===== config.mk =====
export PLATFORM = sky130hd
export DESIGN_NAME = frame_crc_packer
export DESIGN_NICKNAME = d
export VERILOG_FILES = /design/src/rtl/frame_crc_packer.sv
export SDC_FILE = /design/constraint.sdc
export NUM_CORES = 1
export LEC_CHECK = 0
export ABC_AREA = 1
export BUFFER_PORTS_ARGS = -buffer_cell sky130_fd_sc_hd__buf_2
export CAP_MARGIN = 20
export CORE_MARGIN = 2
export CORE_UTILIZATION = 30
export DETAILED_ROUTE_END_ITERATION = 10
export GPL_TIMING_DRIVEN = 0
export PLACE_DENSITY_LB_ADDON = 0.2
export SLEW_MARGIN = 30
export SYNTH_ARGS = -nofsm -noshare
export SYNTH_HDL_FRONTEND = slang
export SYNTH_SLANG_ARGS = --single-unit

===== constraint.sdc =====
create_clock -name CLK -period 2.55 [get_ports CLK]
set_input_delay 0.255 -clock CLK [delete_from_list [all_inputs] [get_ports CLK]]
set_output_delay 0.255 -clock CLK [all_outputs]
set_load 0.01 [all_outputs]

===== src/rtl/frame_crc_packer.sv =====
// Packs sample-frame words (data, tail headers, CRC-16-CCITT) and per-event trailers; output one cycle after VALID/LAST_WRD.
// Define FRM_SEQ_CHECK_EN to enable expected-SEQ checking that also drives FMT_ERR.
module frame_crc_packer #(
  parameter logic [15:0] CRC_INIT   = 16'hFFFF,
  parameter int          DATA_WORDS = 96
) (
  input  logic        CLK,
  input  logic        RST,
  input  logic        VALID,
  input  logic        CLR_CRC,
  input  logic        LAST_WRD,
  input  logic [6:0]  SEQ,
  input  logic [6:0]  SMP,
  input  logic [15:0] DIN,
  output logic [15:0] DOUT,
  output logic        DOUT_VLD,
  output logic        FRM_END,
  output logic [11:0] L1A_CNT,
  output logic        FMT_ERR,
  output logic [7:0]  ERR_CNT
);
  typedef enum logic [2:0] {IDLE, DATA, TAIL, WAIT, TRLR} state_t;
  localparam logic [6:0] LP_LAST_DATA = 7'(DATA_WORDS - 1);

  state_t      r_state;
  logic [15:0] r_dout;
  logic [15:0] r_crc;
  logic        r_vld;
  logic        r_frm_end;
  logic        r_fmt_err;
  logic [11:0] r_l1a;
  logic [7:0]  r_err_cnt;

  logic [15:0] w_word;
  logic [11:0] w_trl_cnt;
  logic        w_accum;
  logic        w_seq_err;
  logic        w_fmt_err;

  function automatic logic [15:0] crc16_step(input logic [15:0] c, input logic [15:0] d);
    logic [15:0] r;
    logic        fb;
    r = c;
    for (int i = 15; i >= 0; i--) begin
      fb = r[15] ^ d[i];
      r  = {r[14:0], 1'b0} ^ (fb ? 16'h1021 : 16'h0000);
    end
    return r;
  endfunction

  always_comb begin
    w_word = DIN;
    if (SEQ > LP_LAST_DATA) begin
      case (SEQ)
        7'd96:   w_word = {4'hA, 5'b0, SMP};
        7'd97:   w_word = {4'hB, r_l1a};
        7'd98:   w_word = {4'hC, 4'h0, r_err_cnt};
        7'd99:   w_word = r_crc;
        default: w_word = DIN;
      endcase
    end
  end

  // A trailer requested while still in TRLR reports the count after this event's increment.
  assign w_trl_cnt = (r_state == TRLR) ? r_l1a + 12'd1 : r_l1a;
  assign w_accum   = VALID && !CLR_CRC && (SEQ <= 7'd98);

`ifdef FRM_SEQ_CHECK_EN
  logic [6:0] r_exp_seq;
  logic [6:0] w_exp_seq;

  assign w_exp_seq = (r_state == IDLE || r_state == WAIT) ? 7'd0 : r_exp_seq;
  assign w_seq_err = VALID && ((SEQ != w_exp_seq) || (r_state == TRLR) || CLR_CRC);

  // Resync to the observed SEQ so a single gap raises only one error.
  always_ff @(posedge CLK or posedge RST) begin
    if (RST) begin
      r_exp_seq <= 7'd0;
    end else if (VALID) begin
      r_exp_seq <= SEQ + 7'd1;
    end else if (r_state == IDLE || r_state == WAIT) begin
      r_exp_seq <= 7'd0;
    end
  end
`else
  assign w_seq_err = 1'b0;
`endif

  assign w_fmt_err = (LAST_WRD && (r_state != WAIT)) || w_seq_err;

  always_ff @(posedge CLK or posedge RST) begin
    if (RST) begin
      r_state   <= IDLE;
      r_dout    <= 16'h0000;
      r_crc     <= CRC_INIT;
      r_vld     <= 1'b0;
      r_frm_end <= 1'b0;
      r_fmt_err <= 1'b0;
      r_l1a     <= 12'd0;
      r_err_cnt <= 8'd0;
    end else begin
      r_vld     <= 1'b0;
      r_frm_end <= 1'b0;
      r_fmt_err <= w_fmt_err;
      if (w_fmt_err && (r_err_cnt != 8'hFF)) r_err_cnt <= r_err_cnt + 8'd1;
      if (CLR_CRC) r_crc <= CRC_INIT;
      else if (w_accum) r_crc <= crc16_step(r_crc, w_word);
      if (r_state == TRLR) r_l1a <= r_l1a + 12'd1;

      if (LAST_WRD) begin
        r_dout    <= {4'hE, w_trl_cnt};
        r_vld     <= 1'b1;
        r_frm_end <= 1'b1;
        r_state   <= TRLR;
      end else if (VALID) begin
        r_dout <= w_word;
        r_vld  <= 1'b1;
        case (r_state)
          IDLE:    if (SEQ == 7'd0) r_state <= DATA;
          DATA:    if (SEQ == LP_LAST_DATA) r_state <= TAIL;
          TAIL:    if (SEQ == 7'd99) r_state <= WAIT;
          WAIT:    if (SEQ == 7'd0) r_state <= DATA;
          default: r_state <= IDLE;
        endcase
      end else if (r_state == TRLR) begin
        r_state <= IDLE;
      end
    end
  end

  assign DOUT     = r_dout;
  assign DOUT_VLD = r_vld;
  assign FRM_END  = r_frm_end;
  assign FMT_ERR  = r_fmt_err;
  assign L1A_CNT  = r_l1a;
  assign ERR_CNT  = r_err_cnt;
endmodule


Word-level counts from Yosys, hierarchy flattened:

Index checks and enable logic that the tools add are counted.

* word-level logic and storage cells: 103
* flip-flop bits (word level): 58
* output and inout bits: 39
* input port bits: 35

* $lt $le $gt $ge: 2
* reduce and logical (&&, ||, !) cells: 12
* $add $sub $neg: 2
* muxes and demuxes: 33
* bitwise operators: 32
* eq/ne operators: 14

Operator list (number)
* XOR 16 x 13 -> 16 bit: 16
* two-way mux 13 bit: 16
* two-way mux 16 bit: 5
* one-hot mux 16 bit (4 select lines): 1
* equality test 7 bit, second input constant: 5
* two-way mux 3 bit: 6
* XOR 1 bit: 16
* adder 12 x 1 -> 12 bit, second input constant: 1
* two-way mux 12 bit: 1
* one-hot mux 3 bit (3 select lines): 1
* adder 8 x 1 -> 8 bit, second input constant: 1
* inequality test 4 bit, second input constant: 2
* inequality test 8 bit, second input constant: 1
* > comparator 7 bit, second input constant: 1
* <= comparator 7 bit, second input constant: 1
* zero test 7 bit: 1
* equality test 3 x 2 -> 1 bit, second input constant: 2
* logical AND 1 bit: 4
* inequality test 4 x 2 -> 1 bit, second input constant: 1
* AND reduction 4 bit: 1
* nonzero test 2 bit: 2
* equality test 3 x 1 -> 1 bit, second input constant: 1
* equality test 3 bit, second input constant: 1
* zero test 3 bit: 1
* other kinds (5): 7

Logic depth before layout (Yosys ltp):

Gate-level depths: netlist of the first run.

* depth after elaboration: 53
* depth in mapped cells: 22
* mapped depth without buffers: 22

Least setup slack after synthesis of the first run:

OpenSTA, ideal clock, no wires.

* path kind: input port to flip-flop
* from: input SEQ[2]
* to: register r_crc[6]
* slack: 0.594 ns
* library setup time: 0.072 ns
* arrival: 1.884 ns
* buffers on the path: 1
* stages on the path: 17
* data required time: 2.478 ns
* cell sequence: nor2_4 -> nand2_1 -> nor2_4 -> nor2_8 -> nand2_8 -> buf_8 -> o211ai_1 -> nand2_1 -> nand2_1 -> nand3_1 -> nand3_1 -> nand2_4 -> nand2_1 -> nand3b_1 -> nand3_1 -> nand2_1 -> inv_1

* word-level cells in the longest chain between the ends: 27
* elaborated cells between the ends (all ways): 43
* classes of those cells: 2 x order compare; 4 x eq/ne; 12 x mux; 23 x bitwise; 2 x reduce/logical

Ends and longest elaborated chain
* start, declared: RTL line 12 `input logic [6:0] SEQ,`
* parallel branches: the longest is 27 deep, another holds > comparator 7 bit
* end signal, assigned: RTL line 107 `else if (w_accum) r_crc <= crc16_step(r_crc, w_word);`
* end, declared: RTL line 27 `logic [15:0] r_crc;`

Several ways; the timed one is not identified. The select of a mux whose other input is x is not followed.
A chain may end at the register's enable or synchronous reset.

Worst setup path in the final report of the first run:

* from: register r_crc[13]
* to: register r_crc[13]

* word-level cells in the longest chain between the ends: 26
* elaborated cells between the ends (all ways): 28
* classes of those cells: 8 x mux; 20 x bitwise

Ends and longest elaborated chain
* one-hot mux 16 bit (4 select lines) or XOR 16 x 13 -> 16 bit (tied branches): RTL line 54, 46
* two-way mux 16 bit or XOR 16 x 13 -> 16 bit (tied branches): RTL line 53, 46
* XOR 1 bit *: RTL line 45 `fb = r[15] ^ d[i];`
* two-way mux 13 bit *: RTL line 46 `r = {r[14:0], 1'b0} ^ (fb ? 16'h1021 : 16'h0000);`
* XOR 16 x 13 -> 16 bit * (4 in series): RTL line 46
* XOR 1 bit: RTL line 45
* two-way mux 13 bit: RTL line 46
* XOR 16 x 13 -> 16 bit * (4 in series): RTL line 46
* XOR 1 bit: RTL line 45
* two-way mux 13 bit: RTL line 46
* XOR 16 x 13 -> 16 bit * (4 in series): RTL line 46
* XOR 1 bit: RTL line 45
* two-way mux 13 bit: RTL line 46
* XOR 16 x 13 -> 16 bit * (2 in series): RTL line 46
* two-way mux 16 bit *: RTL line 107
* two-way mux 16 bit *: RTL line 106 `if (CLR_CRC) r_crc <= CRC_INIT;`

Every way passes the cells marked *; elsewhere a longest branch is shown, timed or not. The select of a mux whose other input is x is not followed.

==> results of run 1 <==
[cell usage after synthesis, types with 4 or more instances]
cell type,number
nand4_1,10
dfstp_2,16
nor4_1,4
inv_2,5
nand2_2,18
nor2_1,17
nand2_1,184
inv_1,69
nor3_1,7
or2_1,6
nand3_1,62
o211ai_1,12
a21oi_1,16
xnor2_1,5
o21ai_0,13
clkbuf_1,4
xor2_1,16
nand3_2,5
nand3b_1,11
dfrtp_1,42
[metal layers]
metal / GRT usage / wire length (um) / up-vias
met5: 0 / 0 / -
met2: 0.2908 / 5800 / 110
met4: 0.07500 / 347 / 0
met3: 0.03897 / 637 / 25
li1: - / - / 2011
met1: 0.2574 / 6167 / 1877
[flip-flops by register name, summed over array words and instances, names as in the netlist]
| register | count |
|---|---|
| r_crc | 16 |
| FMT_ERR | 1 |
| DOUT | 16 |
| L1A_CNT | 12 |
| DOUT_VLD | 1 |
| FRM_END | 1 |
| r_state | 3 |
| ERR_CNT | 8 |
[cell type report]
cell class	count	area [sq um]
Multi-Input combinational cell	420	2237
Inverter	75	284.0
Tap cell	176	220.2
Clock buffer	14	274.0
Sequential cell	58	1471
Buffer	8	53.80
Timing Repair Buffer	75	395.4
Clock inverter	2	10.01
Fill cell	1400	8244
[worst reg2reg max path, stage by stage (launching register included)]
cell and delay (ns):
dfstp_2 0.54, inv_1 0.06, o2111ai_1 0.25, o21ai_0 0.19
nand2_1 0.09, nand2_1 0.12, inv_1 0.17, nand2_1 0.10
nand2_2 0.14, nand2_2 0.10, nand2_4 0.11, nand2_1 0.08
nand3b_1 0.09, nand2_1 0.06, nand2_1 0.08, nand2_1 0.06
[how the worst max path moves through the flow]
stage	from	to	slack (ns)
2_1_floorplan	SEQ[2]	r_crc[6]	0.59
3_5_place_dp	SEQ[1]	r_crc[12]	-0.12
5_1_grt	SEQ[2]	r_crc[14]	0.03
4_1_cts	SEQ[1]	r_crc[12]	0.23
3_3_place_gp	SEQ[2]	r_crc[10]	-0.17
6_report	r_crc[13]	r_crc[13]	0.26
[cells by family after synthesis]
group	count (synthesis)
xor+xnor	21
buf+inv	83
fa+ha+maj	2
flops	58
compound gates	59
simple gates	338
[through the flow]
stage	hold WS, ns	total power, mW	area (sq um)	cells
after floorplan	0.2864	2.176	4035	561
after global placement	0.4762	2.622	4621	810
after detailed placement	0.2793	2.641	4643	811
after CTS	0.1285	3.811	4937	828
after global routing	0.1321	4.073	4946	828
final	0.1363	3.791	4946	828
[repair_timing]
| action | 4_1_cts | 5_1_grt |
|---|---|---|
| hold buffers | 1 | 0 |
| setup endpoints to repair | 0 | 3 |
| hold endpoints to repair | 15 | 0 |
| gates resized for setup | 0 | 3 |
[power breakdown]
part           leakage [nW]  switching, mW  internal [mW]
Clock                 0.143          0.423          0.734
Combinational          1.65          0.814          0.462
Sequential            0.689          0.211           1.15
==> flow_summary.json, run 1 <==
{
  "final_util": 0.3750,
  "drive_above_1_share": 0.2362,
  "crit_buf_inv": 2,
  "synth_top_family_by_area": "simple AND/OR/NAND/NOR gates",
  "path_cells": "inv_1 > o2111ai_1 > o21ai_0 > nand2_1 > nand2_1 > inv_1 > nand2_1 > nand2_2 > nand2_2 > nand2_4 > nand2_1 > nand3b_1 > nand2_1 > nand2_1 > nand2_1",
  "crit_path_end_kind": "register",
  "post-cts-setup-buffers": 0,
  "hold_path_class": "input pin to register",
  "die_w_um": 120.0,
  "grt_max_degree": 33,
  "clockRootBuffer": "clkbuf_16",
  "port_buffers": 73,
  "rsz0062_at_grt": "false",
  "drtPass1Iterations": 4,
  "synthMuxAreaShare": 0,
  "slew_headroom": 0.5611,
  "cts_buffer_depth": 2,
  "synth_edf_count": 0,
  "antenna_found_initial": 0,
  "fin_crit_ns": 2.292,
  "ant_nets": 0,
  "skew_ns": 0.01258,
  "netlist_area_sq_mm": 0.004035,
  "synth_area_leaders": "dfrtp_1 26%, nand2_1 17%, dfstp_2 10%, nand3_1 7.7%, inv_1 6.4%",
  "diodes": 0,
  "ff2ff_path_depth": 15,
  "numCtsBuffers": 9,
  "cts-htree-levels": 3,
  "arrival_ns": 2.55,
  "crit_path_max_fanout": 6,
  "finalWirelength_mm": 12.95,
  "synth_fp_nets": 598,
  "final_common_cell": "nand2_1",
  "post_drt_wl_per_cell_um": 15.64,
  "ir_drop_mv": 0.2828,
  "crit_top_cell": "nand2_1",
  "seq_area_frac_synth": 0.3647,
  "most-common-layout-cells": "184 x nand2_1, 74 x buf_2, 68 x inv_1",
  "coreArea_sq_mm": 0.01319,
  "max_cap_violations": 0,
  "fin_tns_setup_ns": 0,
  "cp_top_family": "simple AND/OR/NAND/NOR gates",
  "ys.flop_type": "dfrtp_1",
  "ys_ff_latch": 58,
  "synth.top_cell.area_share": 0.2605,
  "holdPathStages": 1,
  "hold_end": "FRM_END",
  "synth-compound-area-share": 0.09426,
  "vias_per_cell": 4.859,
  "critPathMaxStageDelay_ns": 0.54,
  "setup_viol": 0,
  "initial_core_util": 0.3059,
  "drtIter0Drc": 299,
  "clk_latency_ns": 0.33,
  "regToRegSetupSlack_ns": 0.26,
  "synth_adder_area_share": 0.006202,
  "path_class": "register to register",
  "finalHoldViolations": 0,
  "syn_to_final_growth_pct": 22.57,
  "drc_errors": 0,
  "cts_tree": "built",
  "final_nets": 684,
  "pin_count": 74,
  "row_count": 42,
  "timing.final.ws_setup_ns": 0.2578,
  "synthXorXnorAreaFrac": 0.04558,
  "reg2reg_to": "r_crc[13]",
  "finalCritPeriodShare": 0.8989,
  "crit_required_ns": 2.81,
  "ys_async_sr_fraction": 1.000,
  "grt_pass1_wl_mm": 20.57,
  "yosys.area_share.simple": 0.4062,
  "cts.sinks": 58,
  "r2r_start": "r_crc[13]",
  "synth.avg_cell_area_sq_um": 7.193,
  "tightest_slew_ns": 0.6584,
  "synth_area_leader_cell": "dfrtp_1",
  "power.density_mw_per_mm2": 766.5,
  "ys_types": 46,
  "dp_hpwl_mm": 10.41,
  "start_kind": "register",
  "grt-ovfl-total": 0,
  "synthCells": 561,
  "outcome": "finished clean",
  "yosys_warnings": 0,
  "grt_usage": 0.1885,
  "maxSlewViolCount": 0,
  "grt_pass1_vias": 3897,
  "die-area_sq_mm": 0.01439,
  "fmax_mhz": 436.3,
  "gp_congestion": 0.9242,
  "clkTransAtPathRegs_ns": 0.05,
  "vias": 4023,
  "cp_num_cells": 15,
  "leakage_nw": 2.484,
  "hold_start": "LAST_WRD",
  "slowest_stage": "dfstp_2",
  "post-place-ws_ns": -0.1185,
  "fp.dieH_um": 120.0
}
No activity file was read; power rests on OpenSTA's default activity.
==> run 2: changes to the inputs <==
--- a/config.mk
+++ b/config.mk
@@ -5,14 +5,13 @@
 export SDC_FILE = /design/constraint.sdc
 export NUM_CORES = 1
 export LEC_CHECK = 0
-export ABC_AREA = 1
 export BUFFER_PORTS_ARGS = -buffer_cell sky130_fd_sc_hd__buf_2
 export CAP_MARGIN = 20
 export CORE_MARGIN = 2
 export CORE_UTILIZATION = 30
 export DETAILED_ROUTE_END_ITERATION = 10
 export GPL_TIMING_DRIVEN = 0
-export PLACE_DENSITY_LB_ADDON = 0.2
+export PLACE_DENSITY = 0.51
 export SLEW_MARGIN = 30
 export SYNTH_ARGS = -nofsm -noshare
 export SYNTH_HDL_FRONTEND = slang
==> run 2 against run 1 <==
Net effect:
- the flow now finishes with violations (negative setup slack)
- largest cell class unchanged
- maximum frequency decreased by 14%
- highest routed layer unchanged
- critical path type unchanged
- synthesized area down 1.4%
- clock skew decreased by 0.0042 ns
- routed wire length shrank 1.3%
- combinational power increased by 110%
- hold slack lost 0.068 ns
- sequential cell count did not move
- via count fell by 10%
- first-iteration DRC count is 34% lower
==> flow_summary.json, run 2 <==
{
  "outcome": "finished, violations left",
  "violations": "negative setup slack",
  "tightest_slew_ns": 0.6796,
  "clockRootBuffer": "clkbuf_16",
  "ys_ff_latch": 58,
  "drtIter0Drc": 198,
  "synth.top_cell.area_share": 0.2642,
  "numCtsBuffers": 9,
  "met2_usage": 0.2813,
  "die-area_sq_mm": 0.01420,
  "grt_usage": 0.1840,
  "dp_cells": 668,
  "post-place-ws_ns": -0.6650,
  "ys_types": 63,
  "antenna_found_initial": 0,
  "cts_tree": "built",
  "use_met1": 0.2567,
  "ys_async_sr_fraction": 1.000,
  "path_class": "register to register",
  "die_w_um": 119.1,
  "syn_to_final_growth_pct": 32.84,
  "start_kind": "register",
  "p_total_mw": 5.479,
  "ys_top_cells_by_count": "52 x nand2_1, 42 x dfrtp_1, 35 x o21ai_0",
  "cts_buffer_depth": 2,
  "drive_above_1_share": 0.3662,
  "row_count": 42,
  "critPathMaxStageDelay_ns": 0.48,
  "ys.flop_type": "dfrtp_1",
  "hold_path_class": "input pin to register",
  "dp_hpwl_mm": 9.790,
  "synth.avg_cell_area_sq_um": 9.470,
  "diodes": 0,
  "setup_viol": 4,
  "synth_area_leaders": "dfrtp_1 26%, dfstp_2 11%, xnor2_1 7.0%, mux2i_1 5.3%, nand2_1 4.9%",
  "grt_pass1_wl_mm": 19.68,
  "arrival_ns": 2.94,
  "coreArea_sq_mm": 0.01309,
  "slowest_stage": "mux4_2",
  "gp_congestion": 0.9329,
  "drc_errors": 0,
  "grt_busiest_layer": "met2",
  "cp_top_family": "multiplexers",
  "pin_count": 74,
  "drtPass1Iterations": 5,
  "cts.sinks": 58,
  "rsz0062_at_grt": "true",
  "maxSlewViolCount": 0,
  "ant_nets": 0,
  "max_cap_violations": 0,
  "crit_path_max_fanout": 5,
  "grt_pass1_vias": 3518,
  "finalWirelength_mm": 12.78,
  "grt-ovfl-total": 0,
  "stdcell_count": 703,
  "crit_path_end_kind": "register",
  "crit_buf_inv": 0,
  "grtUsageMet3": 0.03448,
  "yosys_warnings": 0,
  "port_buffers": 71,
  "timing.final.ws_setup_ns": -0.1309,
  "leakage_nw": 2.275,
  "synth.most_common_cell": "nand2_1",
  "crit_required_ns": 2.81,
  "post_drt_wl_per_cell_um": 18.18,
  "grt_max_degree": 35,
  "fmax_mhz": 373.0,
  "clk_latency_ns": 0.34,
  "fin_crit_ns": 2.681,
  "skew_ns": 0.008365,
  "initial_core_util": 0.3040,
  "final_nets": 559,
  "vias": 3605,
  "finalHoldViolations": 0,
  "most-common-layout-cells": "72 x buf_2, 52 x nand2_1, 38 x dfrtp_1",
  "synthCells": 420,
  "fp.dieH_um": 119.1,
  "synth_edf_count": 0,
  "synth_fp_nets": 457,
  "finalCritPeriodShare": 1.051,
  "final_common_cell": "buf_2",
  "crit_top_cell": "mux2i_1",
  "cts-htree-levels": 3,
  "power.density_mw_per_mm2": 1037,
  "slew_headroom": 0.5452,
  "synth_area_leader_cell": "dfrtp_1",
  "path_cells": "mux4_2 > or4_4 > nand3_4 > xnor2_2 > xnor3_2 > xor2_4 > mux2i_1 > mux2i_1",
  "vias_per_cell": 5.128,
  "ir_drop_mv": 0.5692,
  "clkTransAtPathRegs_ns": 0.05,
  "netlist_area_sq_mm": 0.003978,
  "seq_area_frac_synth": 0.3699
}
-- run 2: cell types whose count changed after synthesis, moves of 12 or more --
| cell | delta |
|---|---|
| nand2_2 | -18 |
| nand3_1 | -48 |
| xnor2_1 | +27 |
| mux2i_1 | +21 |
| inv_1 | -58 |
| clkbuf_1 | +12 |
| o21ai_0 | +22 |
| nor2b_1 | +13 |
| nand2_1 | -132 |
-- run 2: layout make-up --
type	count	area, sq um
clock inverter	6	66.31
fill	1287	7801
tap	176	220.2
multi-input combinational	326	2572
timing repair buffer	94	543.0
buffer	21	118.9
sequential	58	1476
clock buffer	10	239.0
inverter	12	47.55
-- run 2: per-stage QoR --
step	hold WS (ns)	instance area (sq um)	util	setup TNS [ns]
final	0.06853	5284	0.4038	-0.3839
after floorplan	0.2864	3993	-	-0.1002
after detailed placement	0.2543	4591	0.3508	-9.302
after global routing	0.06490	5284	0.4038	-0.7796
after global placement	0.4054	4568	0.3491	-8.366
after CTS	0.05982	5040	0.3852	-0.7847
-- run 2: cells by family (layout without fill, tap and decap cells) --
| kind of cell | after synthesis | count (layout) | synth area share |
|---|---|---|---|
| buffers and inverters | 36 | 143 | 0.03617 |
| multiplexers | 32 | 32 | 0.1066 |
| adder cells (fa/ha/maj) | 2 | 2 | 0.006290 |
| AND/OR/NAND/NOR | 150 | 150 | 0.1919 |
| flip-flops | 58 | 58 | 0.3699 |
| AO/OA/AOI/OAI | 87 | 87 | 0.1381 |
| XOR/XNOR | 55 | 55 | 0.1510 |
-- run 2: final timing paths --
path                       startpoint   endpoint  slack, ns  depth (start not counted)
setup / recovery           ERR_CNT[4]  r_crc[12]      -0.13                          8
hold / removal               LAST_WRD    FRM_END       0.07                          1
setup reg to reg           ERR_CNT[4]  r_crc[12]      -0.13                          8
hold reg to reg              DOUT[15]   DOUT[15]       0.50                          2
max in group asynchronous         RST   r_crc[7]       1.55                          4
min in group asynchronous         RST    FMT_ERR       0.44                          3
-- run 2: what timing repair did --
item                                   CTS  global route
setup buffers                            9            12
hold buffers                             1             0
pin swaps                                5            13
endpoints found under the hold margin   11             0
resized for setup                       17            33
setup endpoints to repair               15            16
-- run 2: power breakdown --
part,leakage [nW],total [mW],internal [mW],switching [mW]
Combinational,1.45,2.68,1.40,1.28
Clock,0.141,1.25,0.782,0.470
Sequential,0.688,1.55,1.23,0.314
Total,2.28,5.48,3.42,2.06
-- run 2: metal layers --
| metal | vias to the layer above | wire length [um] |
|---|---|---|
| li1 | 1701 | - |
| met2 | 129 | 5725 |
| met3 | 15 | 754 |
| met5 | - | 0 |
| met4 | 0 | 265 |
| met1 | 1760 | 6039 |
==> run 3: changes to the inputs <==
--- a/config.mk
+++ b/config.mk
@@ -6,12 +6,12 @@
 export NUM_CORES = 1
 export LEC_CHECK = 0
 export BUFFER_PORTS_ARGS = -buffer_cell sky130_fd_sc_hd__buf_2
-export CAP_MARGIN = 20
 export CORE_MARGIN = 2
 export CORE_UTILIZATION = 30
 export DETAILED_ROUTE_END_ITERATION = 10
 export GPL_TIMING_DRIVEN = 0
-export PLACE_DENSITY = 0.51
+export PLACE_DENSITY = 0.6
+export SKIP_CTS_REPAIR_TIMING = 1
 export SLEW_MARGIN = 30
 export SYNTH_ARGS = -nofsm -noshare
 export SYNTH_HDL_FRONTEND = slang
==> run 3 against run 2 <==
Net effect:
- the flow still finishes with violations (negative setup slack)
- critical path depth stayed put
- hold slack got worse by 0.0074 ns
- sequential share of layout area is 0.35 points higher
- sequential cell count stayed put
- via count rose by 3.8%
- first-iteration DRC count rose by 48%
- count of clock-buffer cells in the layout increased by 3
- global-route usage decreased by 0.18 points
- highest routed layer unchanged
==> flow_summary.json, run 3 (synthesis gave the netlist of run 2 again) <==
{
  "row_count": 42,
  "tightest_slew_ns": 0.7399,
  "multi_input_area_sq_mm": 0.002507,
  "drtIter0Drc": 293,
  "drtPass1Iterations": 5,
  "timing.hold.ws_ns": 0.06117,
  "hold_start": "LAST_WRD",
  "path_class": "register to register",
  "pin_count": 74,
  "dpl_cell_area_sq_mm": 0.004591,
  "outcome": "finished, violations left",
  "slowest_stage": "mux4_2",
  "max_cap_violations": 0,
  "cts-htree-levels": 3,
  "finalWirelength_mm": 13.01,
  "r2r_start": "L1A_CNT[4]",
  "antenna_found_initial": 0,
  "final_util": 0.3981,
  "cts.sinks": 58,
  "violations": "negative setup slack",
  "crit_path_max_fanout": 5,
  "finalHoldViolations": 0,
  "drc_errors": 0,
  "finalCritPeriodShare": 1.080,
  "fmax_mhz": 363.2,
  "diodes": 0,
  "maxSlewViolCount": 0,
  "ff2ff_path_depth": 8,
  "hold_path_class": "input pin to register",
  "setup_viol": 4,
  "holdPathStages": 1,
  "die_w_um": 119.1,
  "timing.final.ws_setup_ns": -0.2036,
  "numCtsBuffers": 9,
  "regToRegSetupSlack_ns": -0.20,
  "ant_nets": 0,
  "vias_per_cell": 5.329,
  "leakage_nw": 2.248,
  "rsz0062_at_grt": "true",
  "final_common_cell": "buf_2",
  "power.density_mw_per_mm2": 1062,
  "skew_ns": 0.007257,
  "crit_top_cell": "mux2i_1",
  "fp.dieH_um": 119.1,
  "coreArea_sq_mm": 0.01309,
  "drive_above_1_share": 0.3536,
  "crit_required_ns": 2.82,
  "register_area_sq_mm": 0.001474,
  "final_nets": 558,
  "post_drt_wl_per_cell_um": 18.53,
  "grt_pass1_wl_mm": 19.66,
  "vias": 3741,
  "grt_pass1_vias": 3523,
  "crit_path_end_kind": "register",
  "port_buffers": 71,
  "path_cells": "mux4_2 > or4_4 > nand3_2 > xnor2_2 > xnor3_2 > xor2_4 > mux2i_1 > mux2i_1",
  "critPathMaxStageDelay_ns": 0.51,
  "die-area_sq_mm": 0.01420,
  "clk_latency_ns": 0.33,
  "num-fill-cells": 1317,
  "arrival_ns": 3.02,
  "grt-ovfl-total": 0,
  "cts_tree": "built",
  "hold_end": "FRM_END",
  "fin_area_sq_mm": 0.005209,
  "grt_usage": 0.1822,
  "gp_congestion": 0.9640,
  "initial_core_util": 0.3040,
  "grt_max_degree": 35,
  "syn_to_final_growth_pct": 30.95,
  "most-common-layout-cells": "73 x buf_2, 52 x nand2_1, 40 x dfrtp_1",
  "fin_crit_ns": 2.754,
  "dp_hpwl_mm": 9.563,
  "slew_headroom": 0.5049,
  "post-place-ws_ns": -0.6023,
  "ir_drop_mv": 0.5124,
  "reg2reg_to": "r_crc[12]",
  "start_kind": "register",
  "clkTransAtPathRegs_ns": 0.06,
  "clockRootBuffer": "clkbuf_16",
  "cts_buffer_depth": 2
}
## run 3: changes by cell type in the layout (fill, tap and decap cells not counted), moves of 2 or more
cell        previous run  this run
clkbuf_1               9        12
clkinvlp_4             3         0
buf_6                  3         1
dfrtp_1               38        40
dfrtp_2                4         2
mux2i_1               16        14
mux2i_2                4         6
o22ai_1                2         4
o22ai_2                2         0
## run 3: cell type report
type / count / area share
buffer: 21 / 0.02090
tap: 176 / 0.04228
inverter: 12 / 0.009128
clock buffer: 13 / 0.04804
timing repair buffer: 93 / 0.1028
sequential: 58 / 0.2830
multi-input combinational: 326 / 0.4814
clock inverter: 3 / 0.01249
## run 3: worst max path at each step
stage | startpoint | end | slack (ns)
global route | L1A_CNT[4] | r_crc[12] | -0.31
CTS | SEQ[1] | r_crc[7] | -0.31
finish | L1A_CNT[4] | r_crc[12] | -0.20
floorplan | ERR_CNT[4] | r_crc[5] | -0.04
detailed placement | SEQ[1] | r_crc[7] | -0.60
global placement | SEQ[1] | r_crc[7] | -0.65
## run 3: report_power, final
part / switching [mW] / internal, mW / leakage (nW)
clock network: 0.433 / 0.881 / 0.154
logic: 1.28 / 1.37 / 1.40
registers: 0.326 / 1.23 / 0.691
total: 2.04 / 3.49 / 2.25
## run 3: stage by stage
stage / std cells / total power [mW] / TNS (ns)
finish: 702 / 5.530 / -0.7379
global route: 702 / 5.849 / -1.383
CTS: 684 / 5.149 / -3.403
detailed placement: 668 / 3.813 / -8.071
global placement: 667 / 3.754 / -8.295
floorplan: 420 / 3.193 / -0.1002
## run 3: layer usage
layer  routed length, um  vias up  track usage  share of wire
met5                   0        -            0              0
met4                 183        0      0.04762          0.014
met3                 935       13      0.03927          0.072
met2                6008      155       0.2870           0.46
met1                5882     1875       0.2542           0.45
li1                    -     1698            -              -
## run 3: worst max-delay path: cells and delay by family (launching register included)
family           cells  cell delay, ns
XOR/XNOR             3            0.74
flip-flops           1            0.44
multiplexers         3            0.97
AND/OR/NAND/NOR      2            0.54
